`config.mk`:
```
export PLATFORM = sky130hd
export DESIGN_NAME = serial_tx_arbiter
export DESIGN_NICKNAME = d
export VERILOG_FILES = /design/src/rtl/serial_tx_arbiter.sv
export SDC_FILE = /design/constraint.sdc
export NUM_CORES = 1
export LEC_CHECK = 0
export ABC_AREA = 0
export CELL_PAD_IN_SITES_DETAIL_PLACEMENT = 1
export CELL_PAD_IN_SITES_GLOBAL_PLACEMENT = 1
export CORE_ASPECT_RATIO = 0.8
export CORE_UTILIZATION = 29
export CTS_CLUSTER_SIZE = 14
export DETAILED_ROUTE_END_ITERATION = 12
export GPL_TIMING_DRIVEN = 0
export PLACE_DENSITY_LB_ADDON = 0.12
export REMOVE_ABC_BUFFERS = 1
export SLEW_MARGIN = 10
export SYNTH_ARGS = -nofsm -noshare
export SYNTH_HDL_FRONTEND = slang
export SYNTH_SLANG_ARGS = --single-unit
```
`constraint.sdc`:
```
create_clock -name clk -period 5.5 [get_ports clk]
set_input_delay 1.65 -clock clk [delete_from_list [all_inputs] [get_ports clk]]
set_output_delay 1.65 -clock clk [all_outputs]
set_load 0.05 [all_outputs]
```
`src/rtl/serial_tx_arbiter.sv`:
```
// serial_tx_arbiter: round-robin arbiter for four requesters that serialises the
// winner's frame (start bit, port, length, data, gap) onto a single serial line.
module serial_tx_arbiter (
    input  logic        clk,
    input  logic        rst,
    input  logic        clken,
    input  logic [3:0]  req,
    input  logic [15:0] req_len,
    input  logic [59:0] req_data,
    output logic [3:0]  grant,
    output logic        serOut,
    output logic        SerOutValid,
    output logic        busy,
    output logic        DONE
);
    localparam int NREQ   = 4;
    localparam int DATA_W = 15;

    typedef enum logic [2:0] {IDLE, START, PORT, LEN, DATA, GAP} state_t;

    state_t            state_q, state_d;
    logic [1:0]        ptr_q, ptr_d;
    logic [3:0]        cnt_q, cnt_d;
    logic [1:0]        port_q, port_d;
    logic [3:0]        len_q, len_d;
    logic [DATA_W-1:0] data_q, data_d;
    logic [3:0]        grant_q, grant_d;
    logic              ser_q, ser_d;
    logic              valid_q, valid_d;
    logic              busy_q, busy_d;
    logic              done_q, done_d;

    logic              found;
    logic [1:0]        win;
    logic [1:0]        idx;
    logic [3:0]        win_len;
    logic [DATA_W-1:0] win_data;

    // Winner is the first requester at or above the pointer, wrapping mod 4.
    always_comb begin
        found = 1'b0;
        win   = ptr_q;
        idx   = ptr_q;
        for (int k = 0; k < NREQ; k++) begin
            idx = ptr_q + 2'(k);
            if (!found && req[idx]) begin
                found = 1'b1;
                win   = idx;
            end
        end
        win_len  = req_len[{win, 2'b00} +: 4];
        win_data = req_data[14:0];
        case (win)
            2'd0: win_data = req_data[14:0];
            2'd1: win_data = req_data[29:15];
            2'd2: win_data = req_data[44:30];
            2'd3: win_data = req_data[59:45];
        endcase
    end

    always_comb begin
        state_d = state_q;
        ptr_d   = ptr_q;
        cnt_d   = cnt_q;
        port_d  = port_q;
        len_d   = len_q;
        data_d  = data_q;
        ser_d   = ser_q;
        valid_d = valid_q;
        grant_d = 4'b0000;
        done_d  = 1'b0;
        if (clken) begin
            case (state_q)
                IDLE: begin
                    if (found) begin
                        port_d  = win;
                        len_d   = win_len;
                        data_d  = win_data;
                        grant_d = 4'b0001 << win;
                        ptr_d   = win + 2'd1;
                        ser_d   = 1'b0;
                        cnt_d   = 4'd0;
                        state_d = START;
                    end
                end
                START: begin
                    state_d = PORT;
                    ser_d   = port_q[1];
                    cnt_d   = 4'd0;
                end
                PORT: begin
                    if (cnt_q == 4'd1) begin
                        state_d = LEN;
                        ser_d   = len_q[3];
                        cnt_d   = 4'd0;
                    end else begin
                        ser_d = port_q[0];
                        cnt_d = cnt_q + 4'd1;
                    end
                end
                // Length goes out MSB first; a zero length skips straight to the gap.
                LEN: begin
                    if (cnt_q == 4'd3) begin
                        cnt_d = 4'd0;
                        if (len_q != 4'd0) begin
                            state_d = DATA;
                            ser_d   = data_q[0];
                            valid_d = 1'b1;
                        end else begin
                            state_d = GAP;
                            ser_d   = 1'b1;
                        end
                    end else begin
                        ser_d = len_q[2'd2 - cnt_q[1:0]];
                        cnt_d = cnt_q + 4'd1;
                    end
                end
                DATA: begin
                    if (cnt_q == len_q - 4'd1) begin
                        state_d = GAP;
                        ser_d   = 1'b1;
                        valid_d = 1'b0;
                        cnt_d   = 4'd0;
                    end else begin
                        ser_d = data_q[cnt_q + 4'd1];
                        cnt_d = cnt_q + 4'd1;
                    end
                end
                GAP: begin
                    state_d = IDLE;
                    ser_d   = 1'b1;
                    done_d  = 1'b1;
                    cnt_d   = 4'd0;
                end
                default: state_d = IDLE;
            endcase
        end
        busy_d = (state_d != IDLE);
    end

    always_ff @(posedge clk) begin
        if (rst) begin
            state_q <= IDLE;
            ptr_q   <= 2'd0;
            cnt_q   <= 4'd0;
            port_q  <= 2'd0;
            len_q   <= 4'd0;
            data_q  <= '0;
            grant_q <= 4'b0000;
            ser_q   <= 1'b1;
            valid_q <= 1'b0;
            busy_q  <= 1'b0;
            done_q  <= 1'b0;
        end else begin
            state_q <= state_d;
            ptr_q   <= ptr_d;
            cnt_q   <= cnt_d;
            port_q  <= port_d;
            len_q   <= len_d;
            data_q  <= data_d;
            grant_q <= grant_d;
            ser_q   <= ser_d;
            valid_q <= valid_d;
            busy_q  <= busy_d;
            done_q  <= done_d;
        end
    end

    assign grant       = grant_q;
    assign serOut      = ser_q;
    assign SerOutValid = valid_q;
    assign busy        = busy_q;
    assign DONE        = done_q;
endmodule

```
[Word-level counts from Yosys, hierarchy flattened]
Index checks and enable logic that the tools add are counted.
Word-level totals
  flip-flop bits (word level): 38
  input bits: 83
  logic and storage cells: 107
Cells by class
  $add $sub $neg: 7
  $lt $le $gt $ge: 6
  equality and inequality tests: 15
  shift-type cells: 2
  muxes and demuxes: 43
  bitwise gates (word level): 3
  reduce and logical (&&, ||, !) cells: 20
Operators by type and width (count)
  $pmux 15 s4: 1
  $mux 1: 20
  $pmux 4 s5: 1
  $mux 4: 4
  $shiftx 16x5->4: 1
  $lt 2x3->1 const B: 5
  $mux 3: 5
  $pmux 3 s5: 1
  $bmux 1 s2: 5
  $reduce_and 3->1: 3
  $ne 2x2->1 const B: 4
  $eq 3x2->1 const B: 2
  $eq 3x3->1 const B: 2
  $mux 2: 3
  $pmux 1 s6: 1
  $reduce_bool 6->1: 1
  $lt 4x5->1 const B: 1
  $reduce_and 5->1: 1
  $reduce_bool 5->1: 1
  $add 2x1->2 const B: 2
  $add 2x2->2 const B: 2
  $add 4x1->4 const B: 1
  $bmux 1 s4: 1
  $eq 2x2->1 const B: 2
  other kinds (19): 26

[Depth between registers and ports, before layout]
Gate-level depths: netlist (run 1).
  depth after elaboration: 16
  mapped depth: 11

[Worst setup path after synthesis (run 1)]
Ideal clock, no wire load.
  kind: input to register
  start point: in req[2]
  end point: reg data_q[1]
  library setup time: 132 ps
  data arrival time: 3472 ps
  data required time: 5368 ps
  slack: 1896 ps
  stages: 10
  cells stage by stage: nor3_1 -> a2111oi_2 -> nor2_1 -> inv_2 -> ha_1 -> clkbuf_1 -> a222oi_1 -> o21ai_0 -> nand2_1 -> a21oi_1
Between the ends
  cells in the longest elaborated chain, start to end: 14
Ends and longest elaborated chain
  from (decl): line 7  | input logic [3:0] req,
  $bmux 1 s2: line 46  | if (!found && req[idx]) begin
  $mux 1 (not written as such): line 46
  $mux 1: line 46
  $logic_not 1->1: line 46
  $logic_and 1x1->1: line 46
  $mux 1: line 46
  $logic_not 1->1: line 46
  $logic_and 1x1->1: line 46
  $mux 1: line 46
  $logic_not 1->1: line 46
  $logic_and 1x1->1: line 46
  $mux 2 (*): line 46
  net win[1]: line 34  | logic [1:0] win;
  $eq 2x2->1 (tied with other cells): line 53  | case (win)
  $pmux 15 s4 (*): line 53
  to (signal assigned): line 160  | data_q <= data_d;
  to (decl): line 26  | logic [DATA_W-1:0] data_q, data_d;
Mark *: on every way through the listed nets, which the timed path passes. The rest lies on a longest branch. The select of a mux whose other input is x is not followed.
A chain may end at the register's enable or synchronous reset.

[Worst setup path in the final report (run 1)]
  start point: in req[3]
  end point: reg data_q[10]
The elaborated chain is that of the path after synthesis.

==> results of run 1 <==
-- cells by family (layout without fill, tap and decap cells) --
family,count (synthesis),after routing,share of synthesized area
muxes,14,14,0.0785
adders and majority gates,7,7,0.0352
DFF,38,38,0.306
AOI/OAI and AO/OA,93,93,0.264
buffers and inverters,31,108,0.0513
and+or+nand+nor,119,119,0.227
xor gates and xnor gates,7,7,0.0382
-- metrics by stage --
stage / hold slack (ns) / utilization / std cells / power [mW] / worst slack [ns]
2_1_floorplan: 0.421 / - / 288 / 0.473 / 1.98
3_3_place_gp: 0.439 / 0.422 / 486 / 0.586 / 0.735
3_5_place_dp: 0.446 / 0.422 / 486 / 0.589 / 0.732
4_1_cts: 0.457 / 0.439 / 494 / 0.892 / 1.04
5_1_grt: 0.478 / 0.439 / 494 / 0.932 / 0.767
6_report: 0.454 / 0.439 / 494 / 0.879 / 1.06
-- state kept, by name (all words and copies together), names as in the netlist --
signal,cells
port_q,2
busy,1
DONE,1
len_q,4
cnt_q,4
ptr_q,2
SerOutValid,1
serOut,1
grant,4
data_q,15
state_q,3
-- cell usage in the layout, fill, tap and decap left out, drive strengths merged, types with 5 or more instances in the layout --
cell type,count
nand3,7
nor3b,5
o211ai,5
clkbuf,6
nor2,13
a21oi,26
ha,7
nor2b,5
and3,5
a222oi,15
dfxtp,38
nand2,65
clkdlybuf4s50,89
mux2i,9
nor3,5
o21ai,21
inv,10
-- layout make-up --
| type | instances | area, µm² | area share |
|---|---|---|---|
| inverter | 10 | 37.5 | 0.0105 |
| clock buffer | 6 | 82.6 | 0.0231 |
| sequential | 38 | 761 | 0.213 |
| timing repair buffer | 90 | 896 | 0.251 |
| tap | 108 | 135 | 0.0379 |
| multi-input combinational | 240 | 1600 | 0.448 |
| clock inverter | 2 | 60.1 | 0.0168 |
-- layer usage --
metal  vias up  global-route usage
met5         -                   0
met4         0              0.0379
met3         5              0.0392
met2        62               0.313
met1      1246               0.220
li1       1294                   -
-- final timing paths --
kind | from | to | slack, ns | depth (start not counted)
setup / recovery | req[3] | data_q[10] | 1.06 | 10
hold / removal | data_q[7] | data_q[7] | 0.45 | 2
setup reg to reg | ptr_q[1] | data_q[9] | 2.60 | 9
hold reg to reg | data_q[7] | data_q[7] | 0.45 | 2
-- synthesized netlist by cell type, drive strengths merged (3+ instances only) --
master	count
clkbuf	18
nand3	7
nor3	5
a211oi	4
dfxtp	38
o211ai	5
ha	7
or2	3
nand2	65
mux2i	9
a222oi	15
inv	10
mux4	4
buf	3
nor2b	5
o221ai	4
o21bai	3
and3	5
nor2	13
xnor2	4
a21oi	26
o21ai	21
nor3b	5
-- worst min-delay path, stage by stage (launching register included) --
cell	delay, ns
dfxtp_1	0.31
nand2_1	0.05
a21oi_1	0.05
-- where the power goes --
| group | leakage, nW | internal, mW | switching [mW] |
|---|---|---|---|
| registers | 0.310 | 0.296 | 0.0191 |
| clock network | 0.0714 | 0.194 | 0.105 |
| logic | 0.877 | 0.133 | 0.132 |
| total | 1.26 | 0.623 | 0.256 |
==> impl_metrics.json, run 1 <==
{
  "antenna_found_initial": 0,
  "nets": 475,
  "maxCapViolCount": 0,
  "ys_ff_latch": 38,
  "firstDrtPassIters": 4,
  "cpPeakStageDelay_ns": 0.58,
  "num_rows": 29,
  "grt_pass1_vias": 2732,
  "hold_viol": 0,
  "ant_nets": 0,
  "synth_edf_count": 0,
  "cp_cell_sequence": "clkdlybuf4s50_1 > and3b_1 > a2111oi_2 > nor2_1 > inv_2 > ha_1 > a222oi_1 > o21ai_0 > nand2_1 > a21oi_1",
  "critical_path.top_delay_family": "compound AO/OA/AOI/OAI gates",
  "viasPerCell": 5.28,
  "tns_ns": 0,
  "grtUsageTotal": 0.176,
  "cts_setup_buffers": 0,
  "cp-end-kind": "register",
  "ys_seq_area_frac": 0.306,
  "drt_wl_total_um": 7600,
  "htreeDepth": 2,
  "cts_resized": 0,
  "grt_max_degree": 34,
  "routed-wl-met3_um": 388,
  "route.met2.wl_um": 3570,
  "mappedNetlistArea_mm2": 0.00249,
  "synthArstFlopShare": 0,
  "finalSetupViolCount": 0,
  "yosysTopAreaCell": "dfxtp_1",
  "root_buffer": "clkbuf_8",
  "clkLatencyLatePin_ns": 0.30,
  "fin_crit_sh": 0.807,
  "routedWlPerCell_um": 15.4,
  "die_x_um": 106,
  "initial_core_util": 0.306,
  "ys_warn_count": 0,
  "clockBufferDepth": 2,
  "design_area_mm2": 0.00357,
  "status": "finished clean",
  "ys_types": 56,
  "cp_slowest_cell": "clkdlybuf4s50_1",
  "clock.fmax_mhz": 225,
  "cts_tree": "done",
  "fin_crit_ns": 4.44,
  "globalRouteOverflowTotal": 0,
  "ctsHoldBuffers": 0,
  "critPathArrivalTime_ns": 4.65,
  "num_io_pins": 91,
  "drt-initial-drc-count": 131,
  "cts_buffers": 5,
  "slew_viol_final": 0,
  "wl_met1_um": 3580,
  "diodes": 0,
  "rsz0062_at_grt": "no",
  "area_delta_synth_final_pct": 43.6,
  "gp_congestion": 0.782,
  "yosys_most_used_dff": "dfxtp_1",
  "dp_hpwl_um": 5690,
  "synth_top_area_frac": 0.306,
  "worst-path-buf-inv": 2,
  "placed_area_mm2": 0.00343,
  "syn_area_per_cell_um2": 8.05,
  "synthCells": 309,
  "top_layer": "met4",
  "path_class": "primary input to register",
  "clock_sinks": 38,
  "pwr_density_cell_mw_per_mm2": 246,
  "skew_ns": 0.0125,
  "cts.clk_slew.worst_paths_ns": 0.07,
  "peakVddDrop_v": 0.000137,
  "synthTopCellsByArea": "dfxtp_1, nand2_1, a222oi_1, a21oi_1, o21ai_0",
  "drive_gt1_frac": 0.0622,
  "worst_pin_slew_ns": 0.953,
  "cp_max_fo": 15,
  "fp.coreArea_mm2": 0.00813,
  "fillers": 998,
  "vias": 2607,
  "grt_pass1_wl_um": 12800,
  "required_ns": 5.71,
  "start_kind": "primary input",
  "die-height_um": 84.8,
  "hp-class": "register to register",
  "power_leakage_nw": 1.26,
  "drc": 0,
  "place.port_buffers": 90,
  "die_area_mm2": 0.00895,
  "slew_headroom": 0.356
}
Power figures use the tool's default switching activity.
==> inputs of run 2 (changes only) <==
Clock period 5.5 ns to 3.8 ns, I/O delays scaled along.
==> impl_metrics.json, run 2 (synthesized netlist as in run 1, its figures left out) <==
{
  "nets": 475,
  "largest_register_ffs": 15,
  "globalRouteOverflowTotal": 0,
  "grtUsageTotal": 0.176,
  "layout_commonest_cell": "clkdlybuf4s50_1",
  "top_register": "data_q",
  "initial_core_util": 0.306,
  "firstDrtPassIters": 5,
  "root_buffer": "clkbuf_8",
  "cts_setup_buffers": 0,
  "rsz0062_at_grt": "no",
  "slew_viol_final": 0,
  "required_ns": 4.01,
  "status": "finished clean",
  "power_leakage_nw": 1.26,
  "htreeDepth": 2,
  "cts_buffers": 5,
  "diodes": 0,
  "fillers": 998,
  "top_layer": "met4",
  "cts_tree": "done",
  "clkLatencyLatePin_ns": 0.30,
  "peakVddDrop_v": 0.000198,
  "ctsHoldBuffers": 0,
  "clockBufferDepth": 2,
  "rr_worst_depth": 6,
  "hp-class": "register to register",
  "final_cell_mix": "clkdlybuf4s50_1, nand2_1, dfxtp_1",
  "p_total_mw": 1.28,
  "grt_max_degree": 34,
  "critPathArrivalTime_ns": 3.73,
  "skew_ns": 0.0115,
  "drt-initial-drc-count": 115,
  "cts.clk_slew.worst_paths_ns": 0.07,
  "hold_depth": 2,
  "routedWlPerCell_um": 15.5,
  "ff_latch_area_um2": 761,
  "ant_nets": 0,
  "hold_viol": 0,
  "final_util": 0.443,
  "worst_slack_ns": 0.289,
  "wl_met1_um": 3570,
  "path_class": "primary input to register",
  "die_area_mm2": 0.00895,
  "area_delta_synth_final_pct": 44.9,
  "dp_worst_setup_slack_ns": -0.458,
  "route.met2.wl_um": 3630,
  "place.port_buffers": 90,
  "worst_pin_slew_ns": 0.957,
  "routed-wl-met3_um": 385,
  "fin_crit_ns": 3.51,
  "clock_sinks": 38,
  "num_rows": 29,
  "antenna_found_initial": 0,
  "grt_pass1_vias": 2738,
  "fin_crit_sh": 0.924,
  "dp_hpwl_um": 5690,
  "multi_input_area_mm2": 0.00163,
  "num_io_pins": 91,
  "die_x_um": 106,
  "viasPerCell": 5.29,
  "pwr_density_cell_mw_per_mm2": 356,
  "drc": 0,
  "clock.fmax_mhz": 285,
  "hold_ws_ns": 0.453,
  "finalSetupViolCount": 0,
  "start_kind": "primary input",
  "vias": 2611,
  "grt_pass1_wl_um": 12800,
  "cp_max_fo": 15,
  "drt_wl_total_um": 7630,
  "gp_congestion": 0.782,
  "drive_gt1_frac": 0.0751,
  "fp.coreArea_mm2": 0.00813,
  "cp-end-kind": "register",
  "die-height_um": 84.8,
  "maxCapViolCount": 0,
  "slew_headroom": 0.353
}
-- run 2: worst max-delay path, cell delays in order --
cell,delay (ns)
clkdlybuf4s50_1,0.58
and3b_1,0.21
a2111oi_2,0.38
nor2_2,0.19
inv_2,0.28
ha_4,0.30
a222oi_1,0.12
o21ai_0,0.24
nand2_1,0.09
a21oi_1,0.17
-- run 2: per-layer routing --
metal / GRT usage / vias to the layer above
li1: - / 1291
met1: 0.220 / 1258
met5: 0 / -
met2: 0.313 / 57
met3: 0.0392 / 5
met4: 0.0379 / 0
-- run 2: what timing repair did --
action	CTS	global route
resized for setup	2	5
endpoints found under the setup margin	15	15
endpoints found under the hold margin	0	0
-- run 2: power breakdown --
group	internal, mW	switching, mW
registers	0.429	0.0278
logic	0.199	0.195
clock network	0.280	0.150
-- run 2: path summary, 6_finish.rpt --
check / startpoint / to / slack (ns)
setup / recovery: req[3] / data_q[10] / 0.29
hold / removal: data_q[7] / data_q[7] / 0.45
setup reg to reg: cnt_q[0] / serOut / 1.14
hold reg to reg: data_q[7] / data_q[7] / 0.45
-- run 2: metrics by stage --
stage | instances | cell area (µm²) | TNS (ns)
after floorplan | 288 | 2400 | 0
after global placement | 486 | 3430 | -5.95
after detailed placement | 486 | 3430 | -5.65
after CTS | 494 | 3570 | 0
after global routing | 494 | 3600 | 0
final | 494 | 3600 | 0
-- run 2: final cells by class --
type                       instances  area share
multi-input combinational        240       0.453
timing repair buffer              90       0.249
sequential                        38       0.211
tap                              108      0.0375
clock buffer                       6      0.0229
clock inverter                     2      0.0167
inverter                          10      0.0104
